`config.mk`:
```
export PLATFORM = sky130hd
export DESIGN_NAME = mem_access_ctrl
export DESIGN_NICKNAME = d
export VERILOG_FILES = /design/src/rtl/mem_ctrl_pkg.sv /design/src/rtl/mem_lane_unit.sv /design/src/rtl/mem_access_ctrl.sv
export SDC_FILE = /design/constraint.sdc
export NUM_CORES = 1
export LEC_CHECK = 0
export BUFFER_PORTS_ARGS = -buffer_cell sky130_fd_sc_hd__buf_2
export CORE_MARGIN = 5
export CORE_UTILIZATION = 30
export DETAILED_ROUTE_END_ITERATION = 12
export GPL_TIMING_DRIVEN = 0
export MAX_ROUTING_LAYER = met4
export PLACE_DENSITY = 0.49
export SLEW_MARGIN = 20
export SYNTH_ARGS = -nofsm -noshare
export SYNTH_HDL_FRONTEND = slang
export SYNTH_SLANG_ARGS = --single-unit
```
`constraint.sdc`:
```
create_clock -name clk -period 3.8 [get_ports clk]
set_clock_uncertainty 0.1 [all_clocks]
set_input_delay 0.19 -clock clk [delete_from_list [all_inputs] [get_ports clk]]
set_output_delay 0.19 -clock clk [all_outputs]
set_load 0.1 [all_outputs]
```
`src/rtl/mem_ctrl_pkg.sv`:
```
// -----------------------------------------------------------------------------
// mem_ctrl_pkg
// Shared definitions for the data-memory access controller:
//   - access size encodings (SZ_BYTE / SZ_HALF / SZ_WORD / SZ_RSVD)
//   - controller state enum mac_state_t
//   - legal bounds of the read-latency parameter and the wait-counter width
//   - helpers: size normalisation and misalignment detection
// -----------------------------------------------------------------------------
package mem_ctrl_pkg;

    localparam logic [1:0] SZ_BYTE = 2'b00;
    localparam logic [1:0] SZ_HALF = 2'b01;
    localparam logic [1:0] SZ_WORD = 2'b10;
    localparam logic [1:0] SZ_RSVD = 2'b11;

    localparam int RD_LAT_MIN = 1;
    localparam int RD_LAT_MAX = 4;
    localparam int CNT_W      = 3;   // holds RD_LAT_MAX

    typedef enum logic [2:0] {
        ST_IDLE  = 3'd0,
        ST_READ  = 3'd1,
        ST_WAIT  = 3'd2,
        ST_WRITE = 3'd3,
        ST_DONE  = 3'd4
    } mac_state_t;

    // The reserved encoding behaves exactly like a word access.
    function automatic logic [1:0] norm_size(input logic [1:0] size);
        return (size == SZ_RSVD) ? SZ_WORD : size;
    endfunction

    // Halfwords need addr[0] clear; words (and reserved) need addr[1:0] clear.
    function automatic logic is_misaligned(input logic [1:0] size, input logic [1:0] off);
        return ((size == SZ_HALF) && off[0]) || (size[1] && (off != 2'b00));
    endfunction

endpackage

```
`src/rtl/mem_lane_unit.sv`:
```
// -----------------------------------------------------------------------------
// mem_lane_unit
// Purely combinational little-endian byte-lane logic.
// Ports:
//   size       in  2   normalised access size (never SZ_RSVD)
//   sign_ext   in  1   1 = sign-extend sub-word loads, 0 = zero-extend
//   offset     in  2   byte offset addr[1:0]
//   word       in  32  word captured from memory
//   wdata      in  32  right-justified store data
//   load_data  out 32  extracted and extended load result
//   store_word out 32  memory word with addressed lane(s) replaced
// Halfword lanes use offset[1] only; word accesses ignore the offset.
// -----------------------------------------------------------------------------
module mem_lane_unit
    import mem_ctrl_pkg::*;
(
    input  logic [1:0]  size,
    input  logic        sign_ext,
    input  logic [1:0]  offset,
    input  logic [31:0] word,
    input  logic [31:0] wdata,
    output logic [31:0] load_data,
    output logic [31:0] store_word
);

    function automatic logic [31:0] extract(input logic [1:0]  sz,
                                            input logic        sx,
                                            input logic [1:0]  off,
                                            input logic [31:0] w);
        logic [7:0]  b;
        logic [15:0] h;
        logic [31:0] r;
        // NOTE: every local gets a value on every path before use, so the
        // combinational result never has to remember an old value (no latch).
        b = w[{off, 3'b000} +: 8];
        h = off[1] ? w[31:16] : w[15:0];
        r = w;
        case (sz)
            SZ_BYTE: r = {{24{sx & b[7]}}, b};
            SZ_HALF: r = {{16{sx & h[15]}}, h};
            default: r = w;
        endcase
        return r;
    endfunction

    function automatic logic [31:0] merge(input logic [1:0]  sz,
                                          input logic [1:0]  off,
                                          input logic [31:0] w,
                                          input logic [31:0] d);
        logic [31:0] m;
        m = w;
        case (sz)
            SZ_BYTE: m[{off, 3'b000} +: 8] = d[7:0];
            SZ_HALF: begin
                if (off[1]) m[31:16] = d[15:0];
                else        m[15:0]  = d[15:0];
            end
            default: m = d;
        endcase
        return m;
    endfunction

    assign load_data  = extract(size, sign_ext, offset, word);
    assign store_word = merge(size, offset, word, wdata);

endmodule

```
`src/rtl/mem_access_ctrl.sv`:
```
// -----------------------------------------------------------------------------
// mem_access_ctrl
// Multi-cycle controller between the CPU MEM stage and a word-only synchronous
// data RAM. Sequences byte/half/word loads (lane extract + sign/zero extend)
// and stores (sub-word stores as read-modify-write).
// Parameter:
//   RD_LAT     cycles from the mem_rd cycle to mem_rdata valid (1..4)
// Ports:
//   clk, rst          clock, synchronous active-high reset
//   req, we, size     access request (sampled in IDLE only), store flag, size
//   sign_ext          sub-word load extension select
//   addr, wdata       byte address, right-justified store data
//   busy, done        controller active, one-cycle completion pulse
//   rdata             load result, held until the next load completes
//   addr_err          one-cycle misalignment pulse (alongside done)
//   mem_addr          word address addr[31:2]
//   mem_rd, mem_wr    one-cycle read / write strobes
//   mem_wdata         write word
//   mem_rdata         read word from RAM
// Build option:
//   MEM_ALIGN_CHECK_EN  when defined, misaligned halfword/word requests go
//                       straight to DONE with addr_err and no memory strobe;
//                       otherwise offending low address bits are ignored and
//                       addr_err is tied low.
// -----------------------------------------------------------------------------
module mem_access_ctrl
    import mem_ctrl_pkg::*;
#(
    parameter int RD_LAT = 1
) (
    input  logic        clk,
    input  logic        rst,
    input  logic        req,
    input  logic        we,
    input  logic [1:0]  size,
    input  logic        sign_ext,
    input  logic [31:0] addr,
    input  logic [31:0] wdata,
    output logic        busy,
    output logic        done,
    output logic [31:0] rdata,
    output logic        addr_err,
    output logic [29:0] mem_addr,
    output logic        mem_rd,
    output logic        mem_wr,
    output logic [31:0] mem_wdata,
    input  logic [31:0] mem_rdata
);

    // Out-of-range latencies are clamped to the supported window.
    localparam int LAT = (RD_LAT < RD_LAT_MIN) ? RD_LAT_MIN :
                         (RD_LAT > RD_LAT_MAX) ? RD_LAT_MAX : RD_LAT;
    localparam logic [CNT_W-1:0] LAT_CNT = CNT_W'(LAT);
    localparam logic [CNT_W-1:0] CNT_ONE = CNT_W'(1);

    mac_state_t       state;
    logic [CNT_W-1:0] cnt;
    logic             we_q;
    logic [1:0]       size_q;     // normalised, never SZ_RSVD
    logic             sx_q;
    logic [31:0]      addr_q;
    logic [31:0]      wdata_q;
    logic [31:0]      data_q;     // word captured from the RAM
    logic [31:0]      rdata_q;
    logic             err_q;      // current access was rejected as misaligned

    logic             misaligned;
    logic             load_done;
    logic [31:0]      load_data;
    logic [31:0]      store_word;

`ifdef MEM_ALIGN_CHECK_EN
    assign misaligned = is_misaligned(size, addr[1:0]);
    assign addr_err   = (state == ST_DONE) && err_q;
`else
    assign misaligned = 1'b0;
    assign addr_err   = 1'b0;
`endif

    mem_lane_unit u_lane (
        .size       (size_q),
        .sign_ext   (sx_q),
        .offset     (addr_q[1:0]),
        .word       (data_q),
        .wdata      (wdata_q),
        .load_data  (load_data),
        .store_word (store_word)
    );

    always_ff @(posedge clk) begin
        // NOTE: non-blocking assignments throughout the clocked block so every
        // register samples the values present before the edge.
        if (rst) begin
            state   <= ST_IDLE;
            cnt     <= '0;
            we_q    <= 1'b0;
            size_q  <= SZ_BYTE;
            sx_q    <= 1'b0;
            addr_q  <= '0;
            wdata_q <= '0;
            data_q  <= '0;
            rdata_q <= '0;
            err_q   <= 1'b0;
        end else begin
            case (state)
                ST_IDLE: begin
                    if (req) begin
                        we_q    <= we;
                        size_q  <= norm_size(size);
                        sx_q    <= sign_ext;
                        addr_q  <= addr;
                        wdata_q <= wdata;
                        err_q   <= misaligned;
                        if (misaligned)
                            state <= ST_DONE;
                        else if (we && (norm_size(size) == SZ_WORD))
                            state <= ST_WRITE;   // full word: no read needed
                        else
                            state <= ST_READ;
                    end
                end
                ST_READ: begin
                    cnt   <= LAT_CNT;
                    state <= ST_WAIT;
                end
                ST_WAIT: begin
                    cnt <= cnt - CNT_ONE;
                    // Count of one means mem_rdata is valid in this cycle.
                    if (cnt == CNT_ONE) begin
                        data_q <= mem_rdata;
                        state  <= we_q ? ST_WRITE : ST_DONE;
                    end
                end
                ST_WRITE: state <= ST_DONE;
                ST_DONE: begin
                    if (load_done) rdata_q <= load_data;
                    state <= ST_IDLE;
                end
                default: state <= ST_IDLE;
            endcase
        end
    end

    assign busy      = (state != ST_IDLE);
    assign done      = (state == ST_DONE);
    assign mem_rd    = (state == ST_READ);
    // WRITE decodes combinationally; gating with rst stops a partial write.
    assign mem_wr    = (state == ST_WRITE) && !rst;
    assign mem_addr  = addr_q[31:2];
    assign mem_wdata = store_word;

    // The result is presented in the DONE cycle itself and held afterwards.
    assign load_done = done && !we_q && !err_q;
    assign rdata     = load_done ? load_data : rdata_q;

endmodule

```
After elaboration in Yosys (flattened, before gate mapping)
Index checks and enable logic that the tools add are counted.
{ "classes": {"n_addsub": 2, "eq_ne": 10, "shifts": 3, "bitwise": 2, "n_mux": 14, "n_reduce_logical": 12} }
{ "op_table": {"columns": ["op", "n"], "rows": [
  ["$pmux W32 S2", 2],
  ["$mux W16", 3],
  ["$bwmux W32", 1],
  ["$mux W32", 1],
  ["$shift A8 B7 Y32 const A", 1],
  ["$shiftx A32 B6 Y8", 1],
  ["$shiftx A8 B7 Y32", 1],
  ["$pmux W3 S4", 1],
  ["$mux W3", 3],
  ["$neg A5 Y7", 1],
  ["$eq A3 B1 Y1 const B", 2],
  ["$eq A3 B2 Y1 const B", 2],
  ["$pmux W3 S2", 1],
  ["$reduce_and A2 Y1", 3],
  ["$eq A2 B2 Y1 const B", 2],
  ["$mux W2", 2],
  ["$ne A2 B2 Y1 const B", 2],
  ["$eq A3 B3 Y1 const B", 1],
  ["$logic_and A1 B1 Y1", 3],
  ["$logic_not A3 Y1", 1],
  ["$reduce_bool A3 Y1", 1],
  ["$sub A3 B1 Y3 const B", 1],
  ["$and A1 B1 Y1", 2],
  ["$eq A2 B1 Y1 const B", 1],
  ["other kinds (3)", 4]
]} }
{ "word_totals": {"regBits": 138, "input_bits": 103, "output_inout_bits": 99} }

Depth between registers and ports, before layout
Gate-level depths: netlist (run 1).
{ "logic_depth": {"ltp_word": 7, "mapped_depth": 10} }

Modules after synthesis
A second synthesis (run 1) with hierarchy kept.
{ "hier_totals": {"hier_cells": 854, "area_unflattened_um2": 7370.8} }
{ "by_module_without_submodules": {"columns": ["mod", "n_inst", "area_each_um2", "cells_each", "seq_area_each_um2"], "rows": [
  ["mem_access_ctrl", 1, 5844.4, 620, 2762.6],
  ["mem_lane_unit", 1, 1526.5, 234, 0.0]
]} }

Least setup slack after synthesis (run 1)
OpenSTA, ideal clock, no wires.
{ "synth_path": {"path_type": "reg-to-output", "start": "reg addr_q[1]", "end": "out mem_wdata[26]", "arrival_time_ns": 4.007, "n_path_buf": 3, "setup_slack_ns": -0.497, "path_stages_with_launch": 10, "path_cell_list": "dfxtp_1 -> buf_2 -> buf_1 -> buf_2 -> inv_1 -> ha_1 -> nor4bb_1 -> nor2b_1 -> a21oi_1 -> o221ai_1"} }
{ "synth_between": {"elab_chain_len": 4, "elab_cells_between_ends": 6, "classes_between": "add/sub (1); shift (2); mux (3)"} }
{ "synth_rtl": {"columns": ["element", "line", "text"], "rows": [
  ["from (decl)", "mem_access_ctrl.sv:61", "logic [31:0] addr_q;"],
  ["from (signal assigned)", "mem_access_ctrl.sv:111", "addr_q <= addr;"],
  ["$neg A5 Y7", "mem_lane_unit.sv:53", "SZ_BYTE: m[{off, 3'b000} +: 8] = d[7:0];"],
  ["$shiftx A8 B7 Y32 / $shift A8 B7 Y32 (equally long branches)", "mem_lane_unit.sv:53", null],
  ["$bwmux W32", "mem_lane_unit.sv:53", null],
  ["$pmux W32 S2 (*)", "mem_lane_unit.sv:52", "case (sz)"],
  ["to (decl)", "mem_access_ctrl.sv:46", "output logic [31:0] mem_wdata,"]
]} }
Mark *: on every way between the ends. The rest lies on a longest branch, timed or not.

Final worst setup path (run 1)
{ "layout_path": {"start": "reg addr_q[1]", "end": "out mem_wdata[20]"} }
The elaborated chain is that of the path after synthesis.

==> impl_metrics.py, run 1 <==
metrics = {
    "worst_hold_path": {
        "min-delay-start": "req",
        "hold_path_class": "input port to register",
        "whs_path_depth": 4,
        "hold-path-endpoint": "state[1]$_SDFFE_PP0P_",
    },
    "synthesis": {
        "ys_ff_latch": 138,
        "netlist.top_cell.by_area": "dfxtp_1",
        "synthCells": 884,
        "synth_top_area_share_pct": 41.2,
        "ys_types": 47,
        "netlist_top_cells_area": "dfxtp_1 41%, nand2_1 13%, a21oi_1 11%, a211oi_1 3.7%, buf_4 3.6%",
        "synth_fp_nets": 994,
        "syn_area_mm2": 0.00670,
        "ys_seq_area_share_pct": 41.2,
        "yosys_warnings": 0,
        "syn_area_per_cell_um2": 7.58,
    },
    "sta": {
        "whs_ns": 0.153,
        "hold_viol": 0,
        "tns_ns": 0,
        "finalMaxSlewViolations": 0,
        "tightest_slew_ns": 1.07,
        "post-route-min-period_ns": 3.58,
        "rsz0062_at_grt": "no",
        "fmax_ghz": 0.279,
        "relSlewSlack_pct": 28.3,
        "timing.final.ws_setup_ns": 0.216,
        "fin_crit_sh_pct": 94.3,
        "setup_viol": 0,
    },
    "critical_path": {
        "endpoint_kind": "output port",
        "path_class": "register to output port",
        "r2r_setup_slack_ns": 1.35,
        "timing.rr.end": "rdata_q[6]$_SDFFE_PP0P_",
        "worst_r2r_path_depth": 6,
        "crit_path_max_fanout": 19,
        "path_cells": "clkbuf_4 > buf_4 > inv_1 > ha_1 > nor4bb_1 > nand3_1 > a21oi_2 > a21o_1 > buf_2",
        "slowest_delay_ns": 0.44,
        "worstPathRequired_ns": 3.51,
        "cp-start-kind": "register",
        "critical_path_arrival_ns": 3.29,
        "rr_startpoint": "state[2]$_SDFFE_PP0P_",
        "critPathSlowestCell": "buf_2",
    },
    "global_route": {
        "track_usage_pct": 20.5,
        "grt_pass1_vias": 7104,
        "grt_overflow_total": 0,
        "antenna_found_initial": 0,
        "grt_max_degree": 20,
        "grt_pass1_wl_um": 40200,
    },
    "finish": {
        "seqCellArea_mm2": 0.00276,
        "nNetsFinal": 1311,
        "fillCellCount": 2328,
        "layout_common_cells": "241 x nand2_1, 209 x buf_2, 146 x a21oi_1",
        "final_common_cell": "nand2_1",
        "drive_above_1_share_pct": 24.6,
        "final_area_mm2": 0.00973,
        "multi_input_area_mm2": 0.00346,
        "final_core_util_pct": 44.4,
        "area_delta_synth_final_pct": 45.1,
        "antenna-diode-count": 0,
    },
    "routing": {
        "post_drt_wl_per_cell_um": 17.5,
        "postRouteAntennaNets": 0,
        "drt-pass1-iter-count": 5,
        "vias": 7194,
        "drcViolationCount": 0,
        "wirelength_um": 26200,
        "vias_per_cell": 4.82,
        "drtIter0Drc": 382,
    },
    "cts": {
        "clkTransAtPathRegs_ns": 0.07,
        "htree_levels": 4,
        "clock_path_buffers": 2,
        "clock_latency_ns": 0.42,
        "cts_tree": "built",
        "cts_inserted_buffers": 17,
        "clock_sinks": 138,
        "clockRootBuffer": "clkbuf_16",
    },
    "floorplanning": {
        "pin_count": 202,
        "floorplan.initialDensity_pct": 30.6,
        "die_y_um": 159,
        "coreArea_mm2": 0.0219,
        "rows": 54,
        "die_area_mm2": 0.0254,
        "fp.dieW_um": 159,
    },
    "place": {
        "portBuffers": 199,
        "placedInstanceArea_mm2": 0.00810,
        "dp_hpwl_um": 19700,
        "gp_congestion": 0.866,
        "dp_slack_ns": -0.140,
    },
    "flow_run": {
        "max-cap-violations": 0,
    },
    "outcome": {
        "outcome": "complete, no violations",
    },
    "power_and_ir_drop": {
        "power_density_mw_per_mm2": 590,
        "leakagePower_nw": 4.14,
        "ir_worst_vdd_v": 0.000320,
    },
}
[cell usage after synthesis, drive strengths merged]
library cell,instances
nor2b,11
a31oi,3
o311ai,2
and2b,4
mux2i,18
nand3,1
a21boi,1
nand2,241
and3b,1
nor3b,2
nand3b,10
o22ai,1
o221ai,8
a22oi,5
a211oi,33
a21oi,147
and3,4
buf,50
or4b,1
o21ai,16
nand2b,19
o21bai,1
nor4,1
o32ai,1
dfxtp,138
nor3,10
nor4bb,2
clkbuf,48
conb,1
nor2,38
or2,4
or3b,1
a221o,1
a22o,20
nor4b,1
inv,10
a21o,12
or3,10
ha,7
[registers in the layout, indices dropped and copies added (netlist names)]
register,cells
we_q,1
size_q,2
sx_q,1
cnt,3
rdata_q,32
addr_q,32
state,3
data_q,32
wdata_q,32
[stage by stage]
step                power, mW  cells
finish                   5.74   1494
global route             5.99   1494
CTS                      5.77   1494
detailed placement       4.01   1363
global placement         4.00   1363
floorplan                3.52    884
[logic make-up after synthesis]
group / share of synthesized area, %
other cells: 0.0559
buf+inv: 8.25
flops: 41.2
fa+ha+maj: 1.31
compound gates: 22.7
mux: 2.69
simple gates: 23.8
[area by class of cell]
type                            instances  share of cell area [%]
Multi-Input combinational cell        638                    35.6
Sequential cell                       138                    28.4
Timing Repair Buffer                  299                    20.6
Buffer                                 97                    5.31
Clock buffer                           17                    4.37
Tap cell                              280                    3.60
Clock inverter                         15                    1.71
Inverter                               10                   0.386
[worst max path at each step]
stage	slack [ns]	from	cells after the start	end
2_1_floorplan	0.14	addr_q[1]$_SDFFE_PP0P_	9	mem_wdata[26]
3_3_place_gp	-0.13	addr_q[1]$_SDFFE_PP0P_	10	mem_wdata[27]
3_5_place_dp	-0.14	addr_q[1]$_SDFFE_PP0P_	10	mem_wdata[27]
4_1_cts	0.17	addr_q[1]$_SDFFE_PP0P_	9	mem_wdata[27]
5_1_grt	0.03	addr_q[1]$_SDFFE_PP0P_	9	mem_wdata[28]
6_report	0.22	addr_q[1]$_SDFFE_PP0P_	9	mem_wdata[20]
[where the power goes]
group | internal, mW | total, mW | switching [mW]
logic | 0.560 | 2.30 | 1.74
registers | 1.61 | 1.76 | 0.152
clock network | 0.979 | 1.68 | 0.699
total | 3.15 | 5.74 | 2.59
[per-layer routing]
metal	part of all wire [%]	GRT usage (%)
met1	45	25.7
met2	49	34.1
met3	3.9	3.52
met4	2.2	5.93
met5	0	-
[timing repair]
item,CTS,global route
setup endpoints to repair,24,5
resized for setup,8,1
hold buffers,100,0
setup buffers,0,0
hold endpoints to repair,100,0
[critical path, delay by kind of cell (launching register included)]
family / cells / cell delay [ns]
flops: 1 / 0.43
fa+ha+maj: 1 / 0.40
compound gates: 2 / 0.59
simple gates: 2 / 0.37
buf+inv: 4 / 1.08
Note: power is estimated with default switching activity, not from simulation.
==> run 2: changes to the inputs <==
--- a/config.mk
+++ b/config.mk
@@ -6,8 +6,9 @@
 export NUM_CORES = 1
 export LEC_CHECK = 0
 export BUFFER_PORTS_ARGS = -buffer_cell sky130_fd_sc_hd__buf_2
-export CORE_MARGIN = 5
+export CORE_MARGIN = 1
 export CORE_UTILIZATION = 30
+export CTS_BUF_LIST = sky130_fd_sc_hd__clkbuf_4 sky130_fd_sc_hd__clkbuf_8
 export DETAILED_ROUTE_END_ITERATION = 12
 export GPL_TIMING_DRIVEN = 0
 export MAX_ROUTING_LAYER = met4
==> impl_metrics.py, run 2 (synthesis gave the netlist of run 1 again) <==
metrics = {
    "cts": {
        "clock_path_buffers": 2,
        "clockRootBuffer": "clkbuf_8",
        "htree_levels": 4,
        "clkTransAtPathRegs_ns": 0.08,
        "cts_inserted_buffers": 17,
        "clock_sinks": 138,
        "clock_latency_ns": 0.46,
        "cts_tree": "built",
    },
    "floorplanning": {
        "fp.dieW_um": 151,
        "die_area_mm2": 0.0229,
        "floorplan.initialDensity_pct": 30.6,
        "die_y_um": 151,
        "coreArea_mm2": 0.0219,
        "rows": 54,
        "pin_count": 202,
    },
    "place": {
        "dp_hpwl_um": 18700,
        "dp_slack_ns": -0.182,
        "gp_congestion": 0.894,
        "dp.cells": 1363,
        "portBuffers": 199,
    },
    "sta": {
        "setup_viol": 0,
        "timing.final.ws_setup_ns": 0.201,
        "post-route-min-period_ns": 3.60,
        "relSlewSlack_pct": 26.7,
        "fmax_ghz": 0.278,
        "hold_viol": 0,
        "fin_crit_sh_pct": 94.7,
        "tightest_slew_ns": 1.09,
        "finalMaxSlewViolations": 0,
    },
    "finish": {
        "layout_common_cells": "241 x nand2_1, 208 x buf_2, 146 x a21oi_1",
        "area_delta_synth_final_pct": 42.4,
        "drive_above_1_share_pct": 24.6,
        "antenna-diode-count": 0,
        "final_common_cell": "nand2_1",
        "nNetsFinal": 1311,
        "stdcell_count": 1494,
        "final_core_util_pct": 43.6,
    },
    "critical_path": {
        "critical_path_arrival_ns": 3.31,
        "endpoint_kind": "output port",
        "cp-start-kind": "register",
        "path_class": "register to output port",
        "worstPathRequired_ns": 3.51,
        "crit_path_max_fanout": 19,
    },
    "routing": {
        "wirelength_um": 25500,
        "post_drt_wl_per_cell_um": 17.1,
        "vias": 7167,
        "drt-pass1-iter-count": 5,
        "postRouteAntennaNets": 0,
        "drtIter0Drc": 388,
        "vias_per_cell": 4.80,
        "drcViolationCount": 0,
    },
    "global_route": {
        "grt_max_degree": 20,
        "antenna_found_initial": 0,
        "grt_pass1_wl_um": 38000,
        "grt_overflow_total": 0,
        "grt_pass1_vias": 6897,
        "track_usage_pct": 23.1,
    },
    "flow_run": {
        "max-cap-violations": 0,
    },
    "outcome": {
        "outcome": "complete, no violations",
    },
    "power_and_ir_drop": {
        "power_density_mw_per_mm2": 554,
        "leakagePower_nw": 4.06,
        "ir_worst_vdd_v": 0.000238,
    },
    "worst_hold_path": {
        "hold_path_class": "input port to register",
    },
}
-- run 2: worst max-delay path, cell delays in order (launching register included) --
cell      delay [ns]
dfxtp_1         0.44
clkbuf_4        0.30
buf_4           0.26
inv_1           0.11
ha_1            0.36
nor4bb_4        0.43
nor2b_1         0.28
a21oi_1         0.13
o221ai_2        0.26
buf_6           0.27
-- run 2: layer usage --
| metal | up-vias | track usage, % | share of wire, % |
|---|---|---|---|
| met5 | - | - | 0 |
| met4 | 0 | 6.55 | 1.4 |
| met3 | 21 | 3.86 | 4.2 |
| met2 | 188 | 36.9 | 47 |
| met1 | 3330 | 29.8 | 47 |
| li1 | 3628 | - | - |
-- run 2: final cells by class --
cell class | count | area (um^2)
Clock buffer | 17 | 234
Clock inverter | 15 | 165
Sequential cell | 138 | 2760
Buffer | 97 | 517
Tap cell | 280 | 350
Multi-Input combinational cell | 638 | 3460
Timing Repair Buffer | 299 | 2020
Inverter | 10 | 37.5
Fill cell | 2338 | 12300
-- run 2: timing repair --
item / in CTS / in global routing
buffers inserted: 0 / 0
endpoints found under the hold margin: 100 / 0
resized for setup: 8 / 5
endpoints found under the setup margin: 32 / 11
hold buffers: 100 / 0
-- run 2: path summary, 6_finish.rpt --
path | cells after the start | to | slack [ns] | start
worst max-delay path | 9 | mem_wdata[27] | 0.20 | addr_q[1]$_SDFFE_PP0P_
worst min-delay path | 4 | state[0]$_SDFFE_PP0P_ | 0.12 | req
worst max register to register | 7 | data_q[5]$_SDFFE_PP0P_ | 1.37 | cnt[1]$_SDFFE_PP0P_
worst min register to register | 2 | cnt[1]$_SDFFE_PP0P_ | 0.36 | cnt[1]$_SDFFE_PP0P_
-- run 2: per-stage QoR --
step | TNS [ns] | hold WS [ns] | cell area [um^2] | power (mW)
3_3_place_gp | -0.489 | 0.332 | 8100 | 3.99
5_1_grt | -0.00789 | 0.108 | 9550 | 5.55
4_1_cts | 0 | 0.0981 | 9530 | 5.32
2_1_floorplan | 0 | 0.226 | 6750 | 3.52
6_report | 0 | 0.123 | 9550 | 5.29
3_5_place_dp | -0.520 | 0.338 | 8100 | 3.99
-- run 2: power breakdown --
group / internal (mW) / switching, mW
registers: 1.61 / 0.153
clock network: 0.593 / 0.643
logic: 0.562 / 1.73
total: 2.76 / 2.53
==> run 3: changes to the inputs <==
==> constraint.sdc (replaced) <==
create_clock -name clk -period 3.4 [get_ports clk]
set_clock_uncertainty 0.1 [all_clocks]
set_input_delay 0.17 -clock clk [delete_from_list [all_inputs] [get_ports clk]]
set_output_delay 0.17 -clock clk [all_outputs]
set_load 0.1 [all_outputs]
==> impl_metrics.py, run 3 (synthesis gave the netlist of run 1 again) <==
metrics = {
    "outcome": {
        "outcome": "complete, no violations",
    },
    "floorplanning": {
        "fp.dieW_um": 151,
        "floorplan.initialDensity_pct": 30.6,
        "pin_count": 202,
        "die_area_mm2": 0.0229,
        "coreArea_mm2": 0.0219,
        "die_y_um": 151,
        "rows": 54,
    },
    "sta": {
        "tns_ns": 0,
        "setup_viol": 0,
        "hold_viol": 0,
        "rsz0062_at_grt": "no",
        "fin_crit_sh_pct": 94.5,
        "tightest_slew_ns": 1.03,
        "whs_ns": 0.0790,
        "fmax_ghz": 0.311,
        "post-route-min-period_ns": 3.21,
        "finalMaxSlewViolations": 0,
        "relSlewSlack_pct": 31.2,
        "timing.final.ws_setup_ns": 0.186,
    },
    "global_route": {
        "grt_pass1_vias": 6674,
        "grt_pass1_wl_um": 37500,
        "grt_overflow_total": 0,
        "track_usage_pct": 22.7,
        "antenna_found_initial": 0,
        "grt_max_degree": 20,
    },
    "critical_path": {
        "crit_path_max_fanout": 10,
        "endpoint_kind": "output port",
        "worstPathRequired_ns": 3.13,
        "crit_top_cell": "or2_2",
        "crit_buf_inv": 4,
        "path_class": "register to output port",
        "path_cells": "clkbuf_2 > or2_2 > clkbuf_1 > nor4_1 > or2_2 > buf_2 > a22o_1 > clkbuf_4",
        "critical_path_arrival_ns": 2.94,
        "slowest_delay_ns": 0.76,
        "cp-start-kind": "register",
        "cp_top_family": "buffers and inverters",
        "critPathSlowestCell": "clkbuf_1",
    },
    "routing": {
        "drtIter0Drc": 410,
        "postRouteAntennaNets": 0,
        "wirelength_um": 25200,
        "vias_per_cell": 4.83,
        "post_drt_wl_per_cell_um": 16.9,
        "drcViolationCount": 0,
        "vias": 7220,
        "drt-pass1-iter-count": 5,
    },
    "place": {
        "dp_slack_ns": -0.693,
        "dp_hpwl_um": 18900,
        "gp_congestion": 0.929,
        "portBuffers": 199,
        "dp.cells": 1363,
    },
    "cts": {
        "clock_sinks": 138,
        "htree_levels": 4,
        "cts_tree": "built",
        "clock_path_buffers": 2,
        "clkTransAtPathRegs_ns": 0.08,
        "clockRootBuffer": "clkbuf_8",
        "clock_latency_ns": 0.45,
        "cts_inserted_buffers": 17,
    },
    "finish": {
        "drive_above_1_share_pct": 25.0,
        "area_delta_synth_final_pct": 45.3,
        "stdcell_count": 1494,
        "layout_common_cells": "240 x nand2_1, 198 x buf_2, 146 x a21oi_1",
        "nNetsFinal": 1311,
        "antenna-diode-count": 0,
        "final_common_cell": "nand2_1",
    },
    "power_and_ir_drop": {
        "ir_worst_vdd_v": 0.000321,
        "leakagePower_nw": 4.11,
        "power_density_mw_per_mm2": 623,
        "power.total_mw": 6.07,
    },
    "flow_run": {
        "max-cap-violations": 0,
    },
    "worst_hold_path": {
        "hold_path_class": "input port to register",
    },
}
## run 3: worst paths after layout
| path | endpoint | slack [ns] | depth (start not counted) | startpoint |
|---|---|---|---|---|
| worst max-delay path | mem_wdata[6] | 0.19 | 8 | size_q[0]$_SDFFE_PP0P_ |
| worst min-delay path | state[1]$_SDFFE_PP0P_ | 0.08 | 4 | req |
| worst max register to register | data_q[16]$_SDFFE_PP0P_ | 1.10 | 7 | cnt[1]$_SDFFE_PP0P_ |
| worst min register to register | addr_q[28]$_SDFFE_PP0P_ | 0.36 | 2 | addr_q[28]$_SDFFE_PP0P_ |
## run 3: what timing repair did
action | CTS | global route
setup endpoints to repair | 32 | 39
setup buffers | 1 | 0
resized for setup | 23 | 14
hold buffers | 100 | 0
endpoints found under the hold margin | 100 | 0
## run 3: metrics by stage
step           util (%)  cell area (um^2)
5_1_grt            44.5              9740
4_1_cts            44.3              9710
3_3_place_gp       37.4              8190
3_5_place_dp       37.4              8190
6_report           44.5              9740
2_1_floorplan         -              6840
## run 3: metal layers
metal / vias to the layer above / track usage (%) / wire [um]
met4: 0 / 6.40 / 436
li1: 3629 / - / -
met1: 3331 / 29.5 / 11400
met5: - / - / 0
met3: 24 / 3.83 / 1400
met2: 236 / 36.1 / 12000
## run 3: tightest hold or removal path, stage by stage
cell,delay [ns]
buf_2,0.11
a31oi_1,0.14
or3_1,0.10
a21oi_1,0.05
## run 3: where the power goes
part / internal, mW / switching, mW / total [mW]
registers: 1.80 / 0.174 / 1.97
logic: 0.644 / 1.96 / 2.60
clock network: 0.814 / 0.680 / 1.49
## run 3: cell type report
| type | count | area (um^2) |
|---|---|---|
| Tap cell | 280 | 350 |
| Sequential cell | 138 | 2760 |
| Clock inverter | 14 | 193 |
| Buffer | 96 | 515 |
| Multi-Input combinational cell | 638 | 3570 |
| Clock buffer | 18 | 241 |
| Inverter | 10 | 37.5 |
| Timing Repair Buffer | 300 | 2070 |
| Fill cell | 2360 | 12100 |
